==> config.mk <==
export PLATFORM = sky130hd
export DESIGN_NAME = uart_line_echo_flat
export DESIGN_NICKNAME = d
export VERILOG_FILES = /design/src/rtl/uart_line_echo_pkg.sv /design/src/rtl/uart_line_echo_if.sv /design/src/rtl/uart_line_ram.sv /design/src/rtl/uart_line_echo.sv /design/src/flat_wrapper.sv
export SDC_FILE = /design/constraint.sdc
export NUM_CORES = 1
export LEC_CHECK = 0
export BUFFER_PORTS_ARGS = -buffer_cell sky130_fd_sc_hd__clkbuf_2
export CAP_MARGIN = 0
export CORE_MARGIN = 2
export CORE_UTILIZATION = 35
export DETAILED_ROUTE_END_ITERATION = 10
export GPL_ROUTABILITY_DRIVEN = 0
export PLACE_DENSITY_LB_ADDON = 0.12
export SLEW_MARGIN = 20
export SYNTH_ARGS = -nofsm -noshare
export SYNTH_HDL_FRONTEND = slang
export SYNTH_HIERARCHICAL = 1
export SYNTH_SLANG_ARGS = --single-unit
==> constraint.sdc <==
create_clock -name clk -period 3.14 [get_ports clk]
set_input_delay 0.314 -clock clk [delete_from_list [all_inputs] [get_ports clk]]
set_output_delay 0.314 -clock clk [all_outputs]
set_load 0.05 [all_outputs]
==> src/rtl/uart_line_echo_pkg.sv <==
// Shared definitions for the line-editing echo stage: ASCII constants,
// FSM state encoding and byte classification helpers.
package uart_line_echo_pkg;

    localparam logic [7:0] CH_BS  = 8'h08;
    localparam logic [7:0] CH_DEL = 8'h7F;
    localparam logic [7:0] CH_BEL = 8'h07;
    localparam logic [7:0] CH_CR  = 8'h0D;
    localparam logic [7:0] CH_LF  = 8'h0A;
    localparam logic [7:0] CH_SP  = 8'h20;

    // One state per pending tx push, so a stalled push simply holds its state.
    typedef enum logic [3:0] {
        S_IDLE = 4'd0,
        S_DEC  = 4'd1,
        S_ECHO = 4'd2,
        S_BS0  = 4'd3,
        S_BS1  = 4'd4,
        S_BS2  = 4'd5,
        S_CR   = 4'd6,
        S_LF   = 4'd7,
        S_DUMP = 4'd8,
        S_TCR  = 4'd9,
        S_TLF  = 4'd10
    } state_t;

    function automatic logic is_print(input logic [7:0] b);
        return (b >= 8'h20) && (b <= 8'h7E);
    endfunction

    function automatic logic is_erase(input logic [7:0] b);
        return (b == CH_BS) || (b == CH_DEL);
    endfunction

    function automatic logic [7:0] to_upper(input logic [7:0] b);
        return ((b >= 8'h61) && (b <= 8'h7A)) ? (b - 8'h20) : b;
    endfunction

endpackage

==> src/rtl/uart_line_echo_if.sv <==
// FIFO-side handshake between the echo stage and the uart rx/tx FIFOs.
// master = echo stage (pops rx, pushes tx); slave = FIFO side.
interface uart_line_echo_if;

    logic       rx_fifo_dvalid;
    logic [7:0] rx_rdata;
    logic       rx_rden;
    logic       tx_fifo_full;
    logic [7:0] tx_wdata;
    logic       tx_wten;

    modport master (
        input  rx_fifo_dvalid,
        input  rx_rdata,
        output rx_rden,
        input  tx_fifo_full,
        output tx_wdata,
        output tx_wten
    );

    modport slave (
        output rx_fifo_dvalid,
        output rx_rdata,
        input  rx_rden,
        output tx_fifo_full,
        input  tx_wdata,
        input  tx_wten
    );

endinterface

==> src/rtl/uart_line_ram.sv <==
// Line buffer: DEPTH x DATA_W, one write port and one read port.
// Write is synchronous; read data is registered (valid one cycle after raddr).
module uart_line_ram #(
    parameter int DEPTH  = 32,
    parameter int ADDR_W = $clog2(DEPTH),
    parameter int DATA_W = 8
) (
    input  logic              clk,
    input  logic              we,
    input  logic [ADDR_W-1:0] waddr,
    input  logic [DATA_W-1:0] wdata,
    input  logic [ADDR_W-1:0] raddr,
    output logic [DATA_W-1:0] rdata
);

    logic [DATA_W-1:0] mem [DEPTH];

    // Store one byte per write strobe; contents are not reset.
    always_ff @(posedge clk) begin
        if (we) begin
            mem[waddr] <= wdata;
        end
    end

    // Registered read port.
    always_ff @(posedge clk) begin
        rdata <= mem[raddr];
    end

endmodule

==> src/rtl/uart_line_echo.sv <==
// Line-editing echo stage between the uart rx and tx FIFOs.
// Pops one rx byte at a time, echoes printable bytes, handles backspace,
// keeps the line in a small RAM and replays it upper-cased on CR.
module uart_line_echo
    import uart_line_echo_pkg::*;
#(
    parameter int LINE_MAX = 32,
    parameter int PTR_W    = $clog2(LINE_MAX)
) (
    input  logic                 clk,
    input  logic                 rst,
    uart_line_echo_if.master     fifo,
    output logic [PTR_W:0]       line_len,
    output logic                 busy,
    output logic                 line_ovf
);

    localparam logic [PTR_W:0] LEN_MAX = (PTR_W+1)'(LINE_MAX);

    // Length arithmetic saturates at both ends instead of wrapping.
    function automatic logic [PTR_W:0] len_inc(input logic [PTR_W:0] v);
        return (v == LEN_MAX) ? v : v + 1'b1;
    endfunction

    function automatic logic [PTR_W:0] len_dec(input logic [PTR_W:0] v);
        return (v == '0) ? v : v - 1'b1;
    endfunction

    state_t         state, state_d;
    logic [PTR_W:0] len, len_d;
    logic [PTR_W:0] rd, rd_d;
    logic [7:0]     cur, cur_d;
    logic [7:0]     wdata_d;
    logic           wten_d;
    logic           rden_d;
    logic           ovf_d;

    logic             ram_we;
    logic [PTR_W-1:0] ram_waddr;
    logic [PTR_W-1:0] ram_raddr;
    logic [7:0]       ram_rdata_p1;

    assign line_len  = len;
    assign ram_waddr = len[PTR_W-1:0];
    // Read address follows the next dump index, so the byte for the next
    // push is already in ram_rdata_p1 when the FSM gets there.
    assign ram_raddr = rd_d[PTR_W-1:0];

    uart_line_ram #(
        .DEPTH  (LINE_MAX),
        .ADDR_W (PTR_W),
        .DATA_W (8)
    ) u_ram (
        .clk   (clk),
        .we    (ram_we),
        .waddr (ram_waddr),
        .wdata (cur),
        .raddr (ram_raddr),
        .rdata (ram_rdata_p1)
    );

    // Next-state, counter and registered-output decode.
    always_comb begin
        state_d = state;
        len_d   = len;
        rd_d    = '0;
        cur_d   = cur;
        wdata_d = fifo.tx_wdata;
        wten_d  = 1'b0;
        rden_d  = 1'b0;
        ovf_d   = 1'b0;
        ram_we  = 1'b0;

        unique case (state)
            S_IDLE: begin
                if (fifo.rx_fifo_dvalid) begin
                    rden_d  = 1'b1;
                    cur_d   = fifo.rx_rdata;
                    state_d = S_DEC;
                end
            end

            S_DEC: begin
                if (is_print(cur)) begin
                    if (len != LEN_MAX) begin
                        ram_we = 1'b1;
                        len_d  = len_inc(len);
                    end else begin
                        // Line full: drop the byte and ring the bell instead.
                        ovf_d = 1'b1;
                        cur_d = CH_BEL;
                    end
                    state_d = S_ECHO;
                end else if (is_erase(cur)) begin
                    if (len != '0) begin
                        len_d   = len_dec(len);
                        state_d = S_BS0;
                    end else begin
                        state_d = S_IDLE;
                    end
                end else if (cur == CH_CR) begin
                    state_d = S_CR;
                end else begin
                    state_d = S_IDLE;
                end
            end

            S_ECHO: begin
                if (!fifo.tx_fifo_full) begin
                    wten_d  = 1'b1;
                    wdata_d = cur;
                    state_d = S_IDLE;
                end
            end

            S_BS0: begin
                if (!fifo.tx_fifo_full) begin
                    wten_d  = 1'b1;
                    wdata_d = CH_BS;
                    state_d = S_BS1;
                end
            end

            S_BS1: begin
                if (!fifo.tx_fifo_full) begin
                    wten_d  = 1'b1;
                    wdata_d = CH_SP;
                    state_d = S_BS2;
                end
            end

            S_BS2: begin
                if (!fifo.tx_fifo_full) begin
                    wten_d  = 1'b1;
                    wdata_d = CH_BS;
                    state_d = S_IDLE;
                end
            end

            S_CR: begin
                if (!fifo.tx_fifo_full) begin
                    wten_d  = 1'b1;
                    wdata_d = CH_CR;
                    state_d = S_LF;
                end
            end

            S_LF: begin
                // rd_d stays 0 here, which prefetches buf[0] for the dump.
                if (!fifo.tx_fifo_full) begin
                    wten_d  = 1'b1;
                    wdata_d = CH_LF;
                    state_d = (len != '0) ? S_DUMP : S_IDLE;
                end
            end

            S_DUMP: begin
                rd_d = rd;
                if (!fifo.tx_fifo_full) begin
                    wten_d  = 1'b1;
                    wdata_d = to_upper(ram_rdata_p1);
                    rd_d    = rd + 1'b1;
                    if ((rd + 1'b1) == len) begin
                        state_d = S_TCR;
                    end
                end
            end

            S_TCR: begin
                if (!fifo.tx_fifo_full) begin
                    wten_d  = 1'b1;
                    wdata_d = CH_CR;
                    state_d = S_TLF;
                end
            end

            S_TLF: begin
                if (!fifo.tx_fifo_full) begin
                    wten_d  = 1'b1;
                    wdata_d = CH_LF;
                    len_d   = '0;
                    state_d = S_IDLE;
                end
            end

            default: begin
                state_d = S_IDLE;
            end
        endcase
    end

    // State, counters and all handshake outputs; reset aborts any line or dump.
    always_ff @(posedge clk) begin
        if (rst) begin
            state         <= S_IDLE;
            len           <= '0;
            rd            <= '0;
            busy          <= 1'b0;
            line_ovf      <= 1'b0;
            fifo.rx_rden  <= 1'b0;
            fifo.tx_wten  <= 1'b0;
            fifo.tx_wdata <= '0;
        end else begin
            state         <= state_d;
            len           <= len_d;
            rd            <= rd_d;
            busy          <= (state_d != S_IDLE);
            line_ovf      <= ovf_d;
            fifo.rx_rden  <= rden_d;
            fifo.tx_wten  <= wten_d;
            fifo.tx_wdata <= wdata_d;
        end
    end

    // Current rx byte (data only, no reset needed).
    always_ff @(posedge clk) begin
        cur <= cur_d;
    end

endmodule

==> src/flat_wrapper.sv <==
// flat-port wrapper written by rule: the top's interface ports become plain ports
module uart_line_echo_flat import uart_line_echo_pkg::*;
#(
    parameter int LINE_MAX = 32,
    parameter int PTR_W    = $clog2(LINE_MAX)
)
  (clk, rst, line_len, busy, line_ovf, fifo_rx_fifo_dvalid, fifo_rx_rdata, fifo_rx_rden, fifo_tx_fifo_full, fifo_tx_wdata, fifo_tx_wten);
  uart_line_echo_if fifo_i ();
  input  logic clk;
  input  logic rst;
  output logic [PTR_W:0] line_len;
  output logic busy;
  output logic line_ovf;
  input wire logic [$bits(fifo_i.rx_fifo_dvalid)-1:0] fifo_rx_fifo_dvalid;
  input wire logic [$bits(fifo_i.rx_rdata)-1:0] fifo_rx_rdata;
  output wire logic [$bits(fifo_i.rx_rden)-1:0] fifo_rx_rden;
  input wire logic [$bits(fifo_i.tx_fifo_full)-1:0] fifo_tx_fifo_full;
  output wire logic [$bits(fifo_i.tx_wdata)-1:0] fifo_tx_wdata;
  output wire logic [$bits(fifo_i.tx_wten)-1:0] fifo_tx_wten;
  assign fifo_i.rx_fifo_dvalid = fifo_rx_fifo_dvalid;
  assign fifo_i.rx_rdata = fifo_rx_rdata;
  assign fifo_rx_rden = fifo_i.rx_rden;
  assign fifo_i.tx_fifo_full = fifo_tx_fifo_full;
  assign fifo_tx_wdata = fifo_i.tx_wdata;
  assign fifo_tx_wten = fifo_i.tx_wten;
  uart_line_echo #(.LINE_MAX(LINE_MAX), .PTR_W(PTR_W)) u_core (.clk(clk), .rst(rst), .fifo(fifo_i), .line_len(line_len), .busy(busy), .line_ovf(line_ovf));
endmodule
==> results of run 1 <==
## Yosys cell counts, types with 4 or more instances
cell type  count
buf_4          6
nand2_1       12
nor4_1         6
nand3_1       10
buf_1          6
nor2b_1        4
nor3_1        21
o21ai_0        7
mux4_2        80
nand2b_1       7
a21oi_1       15
nor2_1        66
ha_1           6
edfxtp_1     264
inv_1         13
a211oi_1       6
nand3b_1       6
xnor2_1       11
and2_1         7
mux2_2         8
clkbuf_1      24
dfxtp_1       36
or3_1          8
mux2i_1        6
xor2_1         6
## cells in the final DEF, fill, tap and decap left out, types with 4 or more instances in the layout
master	count
edfxtp_1	264
mux4_2	80
buf_4	63
nor2_1	63
dfxtp_1	36
clkbuf_16	35
clkbuf_2	29
nor3_1	21
a21oi_1	15
inv_1	13
clkbuf_1	12
nand2_1	12
xnor2_1	11
nand3_1	10
or3_1	8
mux2_2	8
nand2b_1	7
o21ai_0	7
and2_1	7
clkinv_2	6
mux2i_1	6
xor2_1	6
nor4_1	6
a211oi_1	6
nand3b_1	6
ha_1	6
bufinv_16	4
nor2b_1	4
buf_12	4
## worst min path at each step
stage	cells after the start	end	slack [ns]
floorplan	1	u_core/fifo.rx_rden$_SDFF_PP0_	0.46
global placement	2	u_core/fifo.tx_wdata[3]$_SDFFE_PP0P_	0.47
detailed placement	2	u_core/fifo.tx_wdata[0]$_SDFFE_PP0P_	0.49
CTS	2	u_core/cur[0]$_SDFFCE_PP1P_	0.05
global route	2	u_core/cur[0]$_SDFFCE_PP1P_	0.06
finish	2	u_core/cur[0]$_SDFFCE_PP1P_	0.07
## sequential cells by signal, summed over array words and instances (netlist names), 4 cells and up
register and cells:
u_core/cur 8, u_core/fifo.tx_wdata 8, u_core/line_len 6, u_core/rd 6, u_core/state 4, u_core/u_ram/mem 256, u_core/u_ram/rdata 8
## cells by family (layout without fill, tap and decap cells)
| kind of cell | Yosys count | in the layout | share of synthesized area, % |
|---|---|---|---|
| mux | 94 | 94 | 15.83 |
| flops | 300 | 300 | 70.14 |
| buf+inv | 51 | 172 | 1.806 |
| compound gates | 58 | 58 | 3.440 |
| fa+ha+maj | 7 | 7 | 0.7713 |
| simple gates | 166 | 166 | 6.799 |
| xor+xnor | 17 | 17 | 1.208 |
## power groups by stage
stage | logic [mW] | clock network (mW) | registers (mW)
after floorplan | 0.191 | 0 | 4.64
after global placement | 0.477 | 0 | 4.53
after detailed placement | 0.490 | 0 | 4.54
after CTS | 0.491 | 4.03 | 4.45
after global routing | 0.531 | 4.18 | 4.45
final | 0.485 | 3.95 | 4.45
## cell type report
cell class	instances	area [um2]	area share, %
clock buffer	47	920.9	6.324
timing repair buffer	97	709.4	4.872
tap	455	569.3	3.909
sequential	300	8648	59.39
multi-input combinational	342	3476	23.87
clock inverter	15	190.2	1.306
inverter	13	48.80	0.3351
## stage by stage
stage,worst slack (ns),cell area [um2]
after floorplan,0.005576,12330
after global placement,0.03583,13450
after CTS,0.06993,14560
final,0.1281,14560
after detailed placement,0.08536,13450
after global routing,0.01805,14560
## critical path, stage by stage, from the launching register on
cell	delay [ns]
dfxtp_1	0.31
nand2b_1	0.15
or3_1	0.39
nor2_4	0.20
buf_12	0.31
mux4_2	0.61
mux4_2	0.57
mux2_2	0.30
## metal layers
layer	part of all wire, %	global-route usage, %	vias up
li1	-	-	2973
met1	46	24.63	3523
met2	47	27.41	152
met3	4.5	2.722	43
met4	2.4	4.675	0
met5	0	0	-
==> flow_metrics.py, run 1 <==
metrics = {
    "floorplanning": {
        "core_um2": 34630,
        "die_w_um": 191.7,
        "dieHeight_um": 191.7,
        "start_util_pct": 35.60,
        "ioPinCount": 30,
        "std_cell_rows": 68,
        "die-area_um2": 36740,
    },
    "worst_hold_path": {
        "hp-class": "primary input to register",
        "min_from": "fifo_rx_rdata[0]",
    },
    "layout": {
        "fillers": 3048,
        "synthToLayoutAreaGrowth_pct": 18.11,
        "post-route-util_pct": 42.05,
        "diodes": 0,
        "nNetsFinal": 807,
        "layout.cells.non_filler": 1269,
        "final_layout_size_suffix_gt1_share_pct": 30.10,
    },
    "cts": {
        "clk_pin_slew_ns": 0.06,
        "clock_path_buffers": 3,
        "clock_latency_ns": 0.51,
        "postCtsResizedCells": 0,
        "cts.htree.levels": 2,
        "numClockSinks": 300,
        "cts_setup_buffers": 0,
        "postCtsHoldBufs": 0,
        "tritoncts": "built",
        "cts_made_buffers": 34,
        "cts_root_buffer": "clkbuf_16",
    },
    "yosys": {
        "ys.flop_type": "edfxtp_1",
        "syn_nets": 712,
        "synth_edf_count": 264,
        "synthTopCellsByArea": "edfxtp_1 (64%), mux4_2 (15%), dfxtp_1 (5.8%), nor2_1 (2.0%), nor3_1 (0.85%)",
        "ys_ff_latch": 300,
        "ys_types": 57,
        "synth.avg_cell_area_um2": 17.79,
        "async_flop_share_pct": 0,
        "seq_area_frac_synth_pct": 70.14,
        "syn_inst": 693,
        "synth_top_cell_by_area": "edfxtp_1",
        "synth_top_area_share_pct": 64.30,
        "ys_warn_count": 6,
        "syn_area_um2": 12330,
    },
    "power_and_ir_drop": {
        "leakagePower_nw": 4.649,
        "vdd_drop_max_uv": 345.1,
        "finalPower_mw": 8.883,
        "p_per_area_nw_per_um2": 610.0,
        "p_sw_share_pct": 21.60,
        "pwr-share-clk_pct": 44.4,
        "p_comb_share_pct": 5.5,
        "internal_power_mw": 6.964,
        "switching_power_mw": 1.919,
        "power_frac_seq_pct": 50.1,
    },
    "job": {
        "cap_violations": 0,
    },
    "worst_setup_path": {
        "crit_arrival_ns": 3.41,
        "setup.worst_path.end_class": "register",
        "crit_end": "u_core/u_ram/rdata[7]$_DFF_P_",
        "r2r_setup_slack_ns": 0.13,
        "crit_path_start": "u_core/state[2]$_SDFF_PP0_",
        "r2r_start": "u_core/state[2]$_SDFF_PP0_",
        "cp.required_ns": 3.54,
        "rr_worst_depth": 7,
        "r2r_end": "u_core/u_ram/rdata[7]$_DFF_P_",
        "worstSetupStartpointType": "register",
        "path_max_fanout": 40,
        "worstSetupPathType": "register to register",
    },
    "sta": {
        "rsz0062_at_grt": "false",
        "finalSetupTns_ns": 0,
        "fin_crit_sh_pct": 95.92,
        "maxSlewViolCount": 0,
        "finalHoldViolCount": 0,
        "finClkSkew_ns": 0.01209,
        "hold_slack_ns": 0.06713,
        "max_freq_mhz": 332.0,
        "slew_headroom_pct": 54.25,
        "period_needed_ns": 3.012,
        "worst-slew-pin-transition_ns": 0.6810,
        "setup_violations": 0,
    },
    "grt": {
        "grt_pass1_vias": 6951,
        "grt_overflow": 0,
        "grt_max_degree": 41,
        "grt_use_total_pct": 17.21,
        "antenna_found_initial": 0,
        "grt_pass1_wl_um": 45590,
    },
    "routing": {
        "wl_per_cell_um": 24.15,
        "viasPerCell": 5.273,
        "finalWirelength_um": 30640,
        "ant_nets": 0,
        "drc_errors": 0,
        "vias": 6691,
        "drtIter0Drc": 628,
        "first_pass_iters": 4,
    },
    "placement": {
        "dp_cells": 1207,
        "numPortBuffers": 29,
        "hpwlAfterDp_um": 19780,
    },
    "status": {
        "status": "completed",
    },
}
Note: power is estimated with default switching activity, not from simulation.
==> run 2, diff against run 1 <==
- ABC_AREA: default -> 1
==> flow_metrics.py, run 2 <==
metrics = {
    "floorplanning": {
        "die-area_um2": 39290,
        "ioPinCount": 30,
        "core_um2": 37400,
        "dieHeight_um": 198.2,
        "die_w_um": 198.2,
        "start_util_pct": 35.30,
        "std_cell_rows": 71,
    },
    "cts": {
        "cts_made_buffers": 36,
        "cts_setup_buffers": 0,
        "numClockSinks": 300,
        "clk_pin_slew_ns": 0.06,
        "postCtsResizedCells": 0,
        "postCtsHoldBufs": 0,
        "tritoncts": "built",
        "clock_path_buffers": 3,
        "cts.htree.levels": 2,
        "clock_latency_ns": 0.53,
        "cts_root_buffer": "clkbuf_16",
    },
    "layout": {
        "final_cell_mix": "nand2_1 (446), edfxtp_1 (264), nand3_1 (233), nor2_1 (89), buf_4 (57)",
        "fin_area_um2": 15250,
        "fillers": 3646,
        "diodes": 0,
        "synthToLayoutAreaGrowth_pct": 15.49,
        "final_layout_size_suffix_gt1_share_pct": 12.75,
        "largest-register": "u_core/u_ram/mem",
        "nNetsFinal": 1371,
        "layout_commonest_cell": "nand2_1",
        "largest_register_ffs": 256,
        "post-route-util_pct": 40.77,
    },
    "sta": {
        "slew_headroom_pct": 50.31,
        "hold_slack_ns": 0.06846,
        "finClkSkew_ns": 0.02363,
        "maxSlewViolCount": 0,
        "worst-slew-pin-transition_ns": 0.7427,
        "fin_crit_sh_pct": 90.05,
        "period_needed_ns": 2.828,
        "max_freq_mhz": 353.7,
        "finalSetupTns_ns": 0,
        "finalHoldViolCount": 0,
        "rsz0062_at_grt": "false",
        "setup_violations": 0,
    },
    "worst_setup_path": {
        "cp.required_ns": 3.29,
        "crit_arrival_ns": 2.98,
        "setup.worst_path.end_class": "register",
        "worstSetupPathType": "register to register",
        "path_max_fanout": 10,
        "worstSetupStartpointType": "register",
    },
    "yosys": {
        "ys_types": 38,
        "synth_top_area_share_pct": 60.05,
        "seq_area_frac_synth_pct": 65.50,
        "synthTopCellsByArea": "edfxtp_1 (60%), nand2_1 (13%), nand3_1 (8.8%), dfxtp_1 (5.5%), nor2_1 (2.6%)",
        "async_flop_share_pct": 0,
        "ys.flop_type": "edfxtp_1",
        "synth_top_cells_by_count": "nand2_1 (446), edfxtp_1 (264), nand3_1 (233)",
        "ys_warn_count": 6,
        "synth_edf_count": 264,
        "syn_inst": 1285,
        "synth.avg_cell_area_um2": 10.27,
        "ys_ff_latch": 300,
        "synth_top_cell_by_area": "edfxtp_1",
        "syn_nets": 1304,
        "syn_area_um2": 13200,
        "synth.most_common_cell": "nand2_1",
    },
    "power_and_ir_drop": {
        "p_per_area_nw_per_um2": 601.0,
        "vdd_drop_max_uv": 304.4,
        "leakagePower_nw": 5.818,
    },
    "grt": {
        "grt_pass1_wl_um": 53660,
        "grt_use_total_pct": 18.29,
        "grt_overflow": 0,
        "grt_max_degree": 105,
        "grt_pass1_vias": 8868,
        "antenna_found_initial": 0,
    },
    "routing": {
        "drtIter0Drc": 688,
        "first_pass_iters": 5,
        "drc_errors": 0,
        "ant_nets": 0,
        "viasPerCell": 4.856,
        "wl_per_cell_um": 18.39,
        "vias": 9183,
        "finalWirelength_um": 34780,
    },
    "placement": {
        "hpwlAfterDp_um": 21720,
        "numPortBuffers": 29,
        "dpl_cell_area_um2": 14030,
    },
    "status": {
        "status": "completed",
    },
    "worst_hold_path": {
        "hp-class": "primary input to register",
    },
    "job": {
        "cap_violations": 0,
    },
}
run 2: cell types whose count changed after synthesis, sizes merged, moves of 16 or more:
cell	previous run	this run
mux4	80	0
inv	13	59
nor3	21	5
clkbuf	24	8
nand2	12	454
buf	14	51
nand3	10	234
nor2	66	95
run 2: cell type report:
cell class | count | area (um2) | area share (%)
clock inverters | 23 | 249.0 | 1.633
flip-flops and latches | 300 | 8648 | 56.72
multi-input cells | 864 | 3876 | 25.42
inverters | 61 | 231.5 | 1.518
repair buffers | 89 | 633.1 | 4.152
clock buffers | 43 | 969.7 | 6.360
well taps | 511 | 639.4 | 4.193
run 2: worst max-delay path, cell delays in order (launching register included):
cell and delay (ns):
edfxtp_1 0.40, nor2_1 0.10, nor2_2 0.21, nand2_2 0.21, nor3_1 0.49, nand3_1 0.41
nor2_1 0.65
run 2: layer usage:
layer / vias up / track usage, % / part of all wire [%]
li1: 4508 / - / -
met1: 4409 / 26.52 / 48
met2: 217 / 28.43 / 45
met3: 49 / 2.708 / 4.9
met4: 0 / 5.263 / 2.3
met5: - / 0 / 0
run 2: report_power, final:
part	total, mW	internal (mW)	switching [mW]
Clock	4.24	2.62	1.62
Sequential	4.43	4.41	0.0206
Combinational	0.499	0.119	0.380
Total	9.16	7.15	2.02
run 2: final timing paths:
check / slack [ns] / cells after the start / start / endpoint
max: 0.31 / 6 / u_core/cur[6]$_SDFFCE_PP0P_ / u_core/u_ram/mem[11][7]$_DFFE_PP_
min: 0.07 / 2 / fifo_rx_rdata[1] / u_core/cur[1]$_SDFFCE_PP1P_
max reg2reg: 0.31 / 6 / u_core/cur[6]$_SDFFCE_PP0P_ / u_core/u_ram/mem[11][7]$_DFFE_PP_
min reg2reg: 0.47 / 2 / u_core/fifo.tx_wdata[3]$_SDFFE_PP0P_ / u_core/fifo.tx_wdata[3]$_SDFFE_PP0P_
run 2: cell families after synthesis:
| group | count (synthesis) | synth area share (%) |
|---|---|---|
| XOR/XNOR | 5 | 0.3317 |
| adder cells (fa/ha/maj) | 7 | 0.7202 |
| AND/OR/NAND/NOR | 802 | 25.87 |
| buffers and inverters | 121 | 5.288 |
| AO/OA/AOI/OAI | 50 | 2.284 |
| flip-flops | 300 | 65.50 |
run 2: per-stage QoR:
stage                     instances  power (mW)  setup WS (ns)
after floorplan                1285       4.815         0.4900
after global placement         1825       5.019         0.3768
after detailed placement       1825       5.019         0.2379
after CTS                      1891       9.280         0.2490
after global routing           1891       9.488        0.09165
final                          1891       9.164         0.3124
==> run 3, diff against run 2 <==
- CORE_UTILIZATION: 35 -> 30
- GPL_ROUTABILITY_DRIVEN: 0 -> default
==> flow_metrics.py, run 3 (same netlist as run 2, synthesis figures left out) <==
metrics = {
    "status": {
        "status": "completed",
    },
    "layout": {
        "final_layout_size_suffix_gt1_share_pct": 12.56,
        "layout_commonest_cell": "nand2_1",
        "largest-register": "u_core/u_ram/mem",
        "nNetsFinal": 1367,
        "largest_register_ffs": 256,
        "post-route-util_pct": 35.32,
        "final_cell_mix": "nand2_1 (446), edfxtp_1 (264), nand3_1 (233), nor2_1 (89), inv_1 (50)",
        "synthToLayoutAreaGrowth_pct": 15.74,
        "layout.cells.non_filler": 1963,
        "fin_area_um2": 15280,
    },
    "job": {
        "cap_violations": 0,
    },
    "cts": {
        "tritoncts": "built",
        "postCtsHoldBufs": 2,
        "cts_made_buffers": 37,
        "cts_setup_buffers": 0,
        "numClockSinks": 300,
        "clock_latency_ns": 0.55,
        "postCtsResizedCells": 0,
        "cts.htree.levels": 2,
        "cts_root_buffer": "clkbuf_16",
        "clock_path_buffers": 3,
        "clk_pin_slew_ns": 0.06,
    },
    "worst_setup_path": {
        "path_common_cell": "nand2_1",
        "path_max_fanout": 17,
        "crit_chain": "ha_1 -> nand2_1 -> a21oi_1 -> nor3_2 -> inv_1 -> buf_4 -> nand3_1 -> nand2_1 -> nand2_1 -> nand2_1 -> nand2_1 -> nand2_1",
        "cpMaxStageDelayCell": "inv_1",
        "worstSetupPathType": "register to register",
        "setup.worst_path.end_class": "register",
        "cp.required_ns": 3.64,
        "r2r_setup_slack_ns": 0.39,
        "cp_slowest_stage_delay_ns": 0.52,
        "crit_arrival_ns": 3.24,
        "r2r_start": "u_core/rd[0]$_SDFF_PP0_",
        "path_buf_inv": 2,
        "worstSetupStartpointType": "register",
        "crit_path_start": "u_core/rd[0]$_SDFF_PP0_",
        "cp_top_family": "buffers and inverters",
    },
    "sta": {
        "finalHoldViolCount": 0,
        "worst-slew-pin-transition_ns": 0.7984,
        "maxSlewViolCount": 0,
        "rsz0062_at_grt": "false",
        "setup_violations": 0,
        "finClkSkew_ns": 0.02151,
        "max_freq_mhz": 363.7,
        "fin_crit_sh_pct": 87.56,
        "period_needed_ns": 2.749,
        "slew_headroom_pct": 46.58,
        "finalSetupTns_ns": 0,
    },
    "worst_hold_path": {
        "min_from": "fifo_rx_rdata[1]",
        "hp-class": "primary input to register",
    },
    "routing": {
        "first_pass_iters": 5,
        "finalWirelength_um": 37450,
        "drc_errors": 0,
        "wl_per_cell_um": 19.08,
        "drtIter0Drc": 703,
        "ant_nets": 0,
        "viasPerCell": 4.629,
        "vias": 9086,
    },
    "floorplanning": {
        "dieHeight_um": 213.8,
        "start_util_pct": 30.51,
        "ioPinCount": 30,
        "die-area_um2": 45700,
        "std_cell_rows": 76,
        "die_w_um": 213.8,
        "core_um2": 43270,
    },
    "grt": {
        "grt_max_degree": 107,
        "grt_overflow": 0,
        "grt_pass1_vias": 8769,
        "antenna_found_initial": 0,
        "grt_pass1_wl_um": 56350,
        "grt_use_total_pct": 16.81,
    },
    "power_and_ir_drop": {
        "leakagePower_nw": 5.794,
        "p_per_area_nw_per_um2": 586.8,
        "finalPower_mw": 8.967,
        "vdd_drop_max_uv": 393.5,
    },
    "placement": {
        "dpl_cell_area_um2": 14090,
        "routabilityCongestion": 0.7580,
        "numPortBuffers": 29,
        "dp_cells": 1892,
        "hpwlAfterDp_um": 22420,
    },
}
## run 3: cell count changes in the layout (fill, tap and decap cells not counted), sizes merged, moves of 2 or more
cell,delta
inv,+2
clkbuf,+6
dlygate4sd3,+2
clkinvlp,-2
buf,-7
bufinv,-5
## run 3: report_power, final
| part | switching (mW) | total [mW] | internal, mW |
|---|---|---|---|
| sequential | 0.0224 | 4.43 | 4.41 |
| combinational | 0.380 | 0.499 | 0.119 |
| clock | 1.68 | 4.04 | 2.35 |
| total | 2.09 | 8.97 | 6.88 |
## run 3: final cells by class
| class | instances | area (um2) |
|---|---|---|
| Multi-Input combinational cell | 864 | 3876 |
| Sequential cell | 300 | 8648 |
| Inverter | 61 | 232.7 |
| Timing Repair Buffer | 84 | 625.6 |
| Tap cell | 585 | 732.0 |
| Clock inverter | 19 | 121.4 |
| Fill cell | 4394 | 27990 |
| Antenna cell | 1 | 2.502 |
| Clock buffer | 49 | 1042 |
## run 3: metrics by stage
stage / worst slack [ns] / hold WS (ns)
after CTS: 0.3764 / 0.001981
after global routing: 0.2123 / 0.01029
final: 0.3905 / 0.03276
after global placement: 0.2671 / 0.4565
after detailed placement: 0.2446 / 0.4637
after floorplan: 0.4900 / 0.3831
## run 3: worst paths after layout
kind / end / cells after the start
worst max-delay path: u_core/u_ram/rdata[2]$_DFF_P_ / 12
worst min-delay path: u_core/cur[1]$_SDFFCE_PP1P_ / 2
worst max register to register: u_core/u_ram/rdata[2]$_DFF_P_ / 12
worst min register to register: u_core/fifo.tx_wdata[3]$_SDFFE_PP0P_ / 2
## run 3: layer usage
| metal | vias to the layer above | part of all wire, % | track usage (%) | routed length, um |
|---|---|---|---|---|
| li1 | 4498 | - | - | - |
| met1 | 4381 | 48 | 23.94 | 18060 |
| met2 | 172 | 46 | 26.48 | 17220 |
| met3 | 35 | 4.3 | 3.281 | 1604 |
| met4 | 0 | 1.5 | 3.879 | 566 |
| met5 | - | 0 | 0 | 0 |
